File: config.mk
export PLATFORM = sky130hd
export DESIGN_NAME = spi_frame_rx
export DESIGN_NICKNAME = d
export VERILOG_FILES = /design/src/rtl/spi_pkg.sv /design/src/rtl/sync_edge_detect.sv /design/src/rtl/spi_frame_rx.sv
export SDC_FILE = /design/constraint.sdc
export NUM_CORES = 2
export LEC_CHECK = 0
export ABC_CLOCK_PERIOD_IN_PS = 2000
export CAP_MARGIN = 0
export CORE_UTILIZATION = 40
export DETAILED_ROUTE_END_ITERATION = 8
export GPL_ROUTABILITY_DRIVEN = 0
export GPL_TIMING_DRIVEN = 0
export PLACE_DENSITY = 0.65
export SETUP_SLACK_MARGIN = 0.2
export SLEW_MARGIN = 10
export SYNTH_ARGS = -nofsm -noshare
export SYNTH_HDL_FRONTEND = slang
export SYNTH_SLANG_ARGS = --single-unit
File: constraint.sdc
create_clock -name clk -period 2 [get_ports clk]
set_clock_uncertainty 0.05 [all_clocks]
set_input_delay 0.5 -clock clk [delete_from_list [all_inputs] [get_ports clk]]
set_output_delay 0.5 -clock clk [all_outputs]
set_load 0.02 [all_outputs]
File: src/rtl/spi_pkg.sv
// rtl/spi_pkg.sv - shared types and defaults for the SPI frame receiver
package spi_pkg;

    typedef enum logic [1:0] {
        IDLE,
        SHIFT,
        COMMIT,
        ABORT
    } spi_state_t;

    localparam int DEFAULT_FRAME_BITS = 432;

endpackage

File: src/rtl/sync_edge_detect.sv
// rtl/sync_edge_detect.sv - multi-flop synchroniser with rise/fall detection
module sync_edge_detect #(
    parameter int STAGES = 2
) (
    input  logic clk,
    input  logic rst_n,
    input  logic d,
    output logic q,
    output logic rise,
    output logic fall
);

    logic [STAGES-1:0] sync_q;
    logic              dly_q;

    always_ff @(posedge clk or negedge rst_n) begin
        if (!rst_n) begin
            sync_q <= '0;
            dly_q  <= 1'b0;
        end else begin
            sync_q <= {sync_q[STAGES-2:0], d};
            dly_q  <= sync_q[STAGES-1];
        end
    end

    assign q    = sync_q[STAGES-1];
    assign rise = q & ~dly_q;
    assign fall = ~q & dly_q;

endmodule

File: src/rtl/spi_frame_rx.sv
// rtl/spi_frame_rx.sv - oversampled CPOL0/CPHA0 SPI slave with atomic frame commit
module spi_frame_rx
    import spi_pkg::*;
#(
    parameter int FRAME_BITS  = DEFAULT_FRAME_BITS,
    parameter int SYNC_STAGES = 2
) (
    input  logic                  clk,
    input  logic                  rst_n,
    input  logic                  sck,
    input  logic                  sdi,
    input  logic                  load,
    output logic                  sdo,
    input  logic [FRAME_BITS-1:0] tx_data,
    output logic [FRAME_BITS-1:0] frame_out,
    output logic                  frame_valid,
    output logic                  frame_err,
    output logic                  busy
);

    localparam int               CNT_W    = $clog2(FRAME_BITS + 2);
    localparam logic [CNT_W-1:0] CNT_FULL = CNT_W'(FRAME_BITS);
    localparam logic [CNT_W-1:0] CNT_OVER = CNT_W'(FRAME_BITS + 1);

    logic sck_rise, sck_fall, load_rise, load_fall, sdi_s;
    logic sck_unused_q, load_unused_q, sdi_unused_rise, sdi_unused_fall;

    sync_edge_detect #(.STAGES(SYNC_STAGES)) u_sck_sync (
        .clk(clk), .rst_n(rst_n), .d(sck),
        .q(sck_unused_q), .rise(sck_rise), .fall(sck_fall)
    );

    sync_edge_detect #(.STAGES(SYNC_STAGES)) u_load_sync (
        .clk(clk), .rst_n(rst_n), .d(load),
        .q(load_unused_q), .rise(load_rise), .fall(load_fall)
    );

    sync_edge_detect #(.STAGES(SYNC_STAGES)) u_sdi_sync (
        .clk(clk), .rst_n(rst_n), .d(sdi),
        .q(sdi_s), .rise(sdi_unused_rise), .fall(sdi_unused_fall)
    );

    spi_state_t            state_q, state_d;
    logic [CNT_W-1:0]      cnt_q, cnt_d;
    logic [FRAME_BITS-1:0] rx_sr_q, rx_sr_d;
    logic [FRAME_BITS-1:0] tx_sr_q, tx_sr_d;
    logic [FRAME_BITS-1:0] frame_q, frame_d;
    logic                  sdo_q, sdo_d;
    logic                  valid_q, valid_d;
    logic                  err_q, err_d;
    logic                  start;

    always_ff @(posedge clk or negedge rst_n) begin
        if (!rst_n) begin
            state_q <= IDLE;
            cnt_q   <= '0;
            rx_sr_q <= '0;
            tx_sr_q <= '0;
            frame_q <= '0;
            sdo_q   <= 1'b0;
            valid_q <= 1'b0;
            err_q   <= 1'b0;
        end else begin
            state_q <= state_d;
            cnt_q   <= cnt_d;
            rx_sr_q <= rx_sr_d;
            tx_sr_q <= tx_sr_d;
            frame_q <= frame_d;
            sdo_q   <= sdo_d;
            valid_q <= valid_d;
            err_q   <= err_d;
        end
    end

    always_comb begin
        state_d = state_q;
        cnt_d   = cnt_q;
        rx_sr_d = rx_sr_q;
        tx_sr_d = tx_sr_q;
        frame_d = frame_q;
        sdo_d   = sdo_q;
        valid_d = 1'b0;
        err_d   = 1'b0;
        start   = 1'b0;

        case (state_q)
            IDLE: start = load_rise;
            SHIFT: begin
                // The load fall wins over any sck edge seen in the same clk.
                if (load_fall) begin
                    state_d = (cnt_q == CNT_FULL) ? COMMIT : ABORT;
                end else begin
                    if (sck_rise) begin
                        rx_sr_d = {rx_sr_q[FRAME_BITS-2:0], sdi_s};
                        if (cnt_q != CNT_OVER) cnt_d = cnt_q + CNT_W'(1);
                    end
                    if (sck_fall) begin
                        tx_sr_d = tx_sr_q << 1;
                        sdo_d   = tx_sr_q[FRAME_BITS-2];
                    end
                end
            end
            COMMIT: begin
                frame_d = rx_sr_q;
                valid_d = 1'b1;
                state_d = IDLE;
                start   = load_rise;
            end
            ABORT: begin
                err_d   = 1'b1;
                state_d = IDLE;
                start   = load_rise;
            end
            default: state_d = IDLE;
        endcase

        if (start) begin
            state_d = SHIFT;
            cnt_d   = '0;
            tx_sr_d = tx_data;
            sdo_d   = tx_data[FRAME_BITS-1];
        end
    end

    assign sdo         = sdo_q;
    assign frame_out   = frame_q;
    assign frame_valid = valid_q;
    assign frame_err   = err_q;
    assign busy        = (state_q != IDLE);

endmodule

==> results.txt <==
Multi-input gate area -> 17,410 um2
Via-per-instance ratio -> 5.142
Static leakage -> 37.57 nW
GR Util met1 -> 30.76%
1st-iter DRT viols -> 3,323
Outcome -> finished, violations left
Post-placement setup slack -> -1491 ps
Dpl hpwl -> 118.3 mm
CTS H-tree lvls -> 4
P&R area growth vs syn -> 34.66%
Post-Layout Inst Area -> 69,890 um2
CTS clk-pin slew, worst paths -> 60 ps
Yosys reg bits -> 1,317
Detailed-router iteration count before antenna repair -> 5
FMAX -> 422.5 MHz
CTS sink cnt -> 1,317
Drt wl/cell -> 20.38 um
DRC Markers -> 0
Final setup fails -> 1,344
M3 GR Usage -> 8.687%
Grt met2 use -> 39.19%
Worst endpoint required time -> 2590 ps
Routed WL -> 166.7 mm
Worst R2R Start -> state_q[1]
Normalized max-slew margin -> 36.86%
Max VDD drop -> 0.6511 mV
Core ar. -> 128,200 um2
Fin. Hold Viols -> 301
HP Class -> in -> async
CTS Hold Bufs -> 4
Fin. max-slew vios -> 0
Worst hold margin -> -272.2 ps
Cells after synthesis -> 5,230
Global route overflow -> 0
Area of the mapped netlist -> 51,910 um2
FF+latch area -> 32,960 um2
Yosys cell types -> 32
Ratio of cells with drive above 1 in the final layout -> 9.627%
CP Max Fanout -> 10
Ports -> 873
Fin nets -> 6,736
Fill count -> 11,340
Row count -> 131
Die ar. -> 131,200 um2
Tmin final -> 2367 ps
First-pass GRT wire length -> 249.2 mm
Die X -> 362.2 um
Deepest clock path buffer count -> 3
Total number of vias -> 42,060
Least-Margin Pin Slew -> 947.1 ps
Worst-Skew Late Latency -> 770 ps
Crit end category -> flip-flop
Initial antenna violation count -> 56
Port bufs -> 872
CTS tree -> built
WP data arrival -> 2950 ps
Utilization after layout -> 54.53%
RSZ-0062 raised after global routing -> true
Layer with the highest usage -> met2
Failing checks -> hold timing, setup timing
Clock root cell -> clkbuf_16
Crit path from -> state_q[1]
Register area share after synthesis -> 63.49%
Max-cap violations -> 0
Largest net degree at the start of global routing -> 161
Pwr dens -> 1005 nW/um2
Average cell area after synthesis -> 9.925 um2
Initial Utilization -> 40.50%
Worst Setup Path Type -> reg -> reg
CP Launch Type -> flip-flop
Total GRT Usage -> 24.73%
Commonest non-fill, non-tap cells in the layout -> 2,540 x nand2_1, 1,316 x dfrtp_1, 630 x clkdlybuf4s50_1
Cell Area, Placed -> 63,080 um2
Vias in the first global route -> 41,360
Syn Nets -> 5,670
Final worst slack -> -366.7 ps
Tcrit/Tclk final -> 118.3%
Yosys warning count -> 0
Total CTS buffers -> 145
Routed Antenna Nets -> 0
Commonest non-fill, non-tap cell in the layout -> nand2_1
Overall die height -> 362.2 um
[cell type report]
| type | instances | area share (%) |
|---|---|---|
| Antenna cell | 41 | 0.1468 |
| Buffer | 385 | 3.568 |
| Clock buffer | 210 | 6.104 |
| Clock inverter | 50 | 1.124 |
| Inverter | 3 | 0.02327 |
| Multi-Input combinational cell | 3524 | 24.91 |
| Sequential cell | 1317 | 47.15 |
| Tap cell | 1729 | 3.095 |
| Timing Repair Buffer | 920 | 13.88 |
[synthesized netlist by cell type (all sizes together)]
master	n	area share (%)
a21oi	2	0.019
nand4	3	0.036
o21a	1	0.014
nand2b	4	0.063
nand3	23	0.22
dfrtp	1317	63
nand2	2606	19
and2	2	0.024
nor3	3	0.029
or4b	1	0.019
nor4b	1	0.017
o31ai	4	0.058
a221o	425	8.2
buf	70	1.2
a31o	1	0.017
inv	3	0.022
o311ai	4	0.067
or2	1	0.012
nor2	1	0.0072
or3	1	0.012
and4b	1	0.019
nor3b	1	0.014
ha	3	0.072
clkbuf	316	2.3
and3	431	5.2
mux2i	3	0.058
nor2b	2	0.024
[timing repair]
item / in CTS / in global routing
endpoints found under the setup margin: 2170 / 2140
pin swaps: 0 / 58
buffers inserted: 2 / 9
gates resized for setup: 437 / 615
gates cloned: 0 / 23
endpoints found under the hold margin: 57 / 301
[metrics by stage]
step / TNS [ps] / instances / power (W)
after CTS: -416590 / 8107 / 0.07035
final: -251310 / 8179 / 0.07025
after global routing: -399000 / 8167 / 0.07321
after detailed placement: -1682440 / 7841 / 0.04190
after global placement: - / 7831 / 0.04152
after floorplan: -36350 / 5230 / 0.03813
[cell families (layout without fill, tap and decap cells)]
logic type	Yosys count	in the layout	share of synthesized area, %
AND/OR/NAND/NOR	3081	3081	24.54
flip-flops	1317	1317	63.49
AO/OA/AOI/OAI	437	437	8.372
buffers and inverters	389	1568	3.466
adder cells (fa/ha/maj)	3	3	0.07232
multiplexers	3	3	0.05785
other	0	41	0
[where the power goes]
part           internal (W)  switching (W)
clock network        0.0168         0.0114
registers            0.0302        0.00202
logic               0.00540        0.00445
total                0.0524         0.0179
[state kept, by name, indices dropped and copies added, names as in the netlist]
signal / flops
frame_out: 432
u_load_sync.sync_q: 2
rx_sr_q: 432
sdo: 1
frame_err: 1
u_sck_sync.dly_q: 1
state_q: 2
tx_sr_q: 431
u_sdi_sync.sync_q: 2
u_sck_sync.sync_q: 2
frame_valid: 1
u_load_sync.dly_q: 1
cnt_q: 9
[path summary, 6_finish.rpt]
kind | slack (ps) | to | cells after the start
min in group clk | 130 | u_sdi_sync.sync_q[0] | 1
max | -370 | tx_sr_q[266] | 8
min reg2reg | 300 | u_sck_sync.sync_q[1] | 0
max reg2reg | -370 | tx_sr_q[266] | 8
max in group asynchronous | 100 | rx_sr_q[389] | 4
min | -270 | frame_out[103] | 2
[metal layers]
metal	share of wire, %	vias to the layer above
met4	3.7	42
met2	47	1246
met1	41	20860
li1	-	19590
met5	0.18	-
met3	8.7	321
[worst max-delay path, stage by stage (launching register included)]
cell and delay (ps):
dfrtp_2 440, nand2b_4 160, buf_8 140, or4b_4 490
buf_12 170, buf_12 150, buf_6 130, and3_4 190
a221o_1 310
No activity file was read; power rests on OpenSTA's default activity.
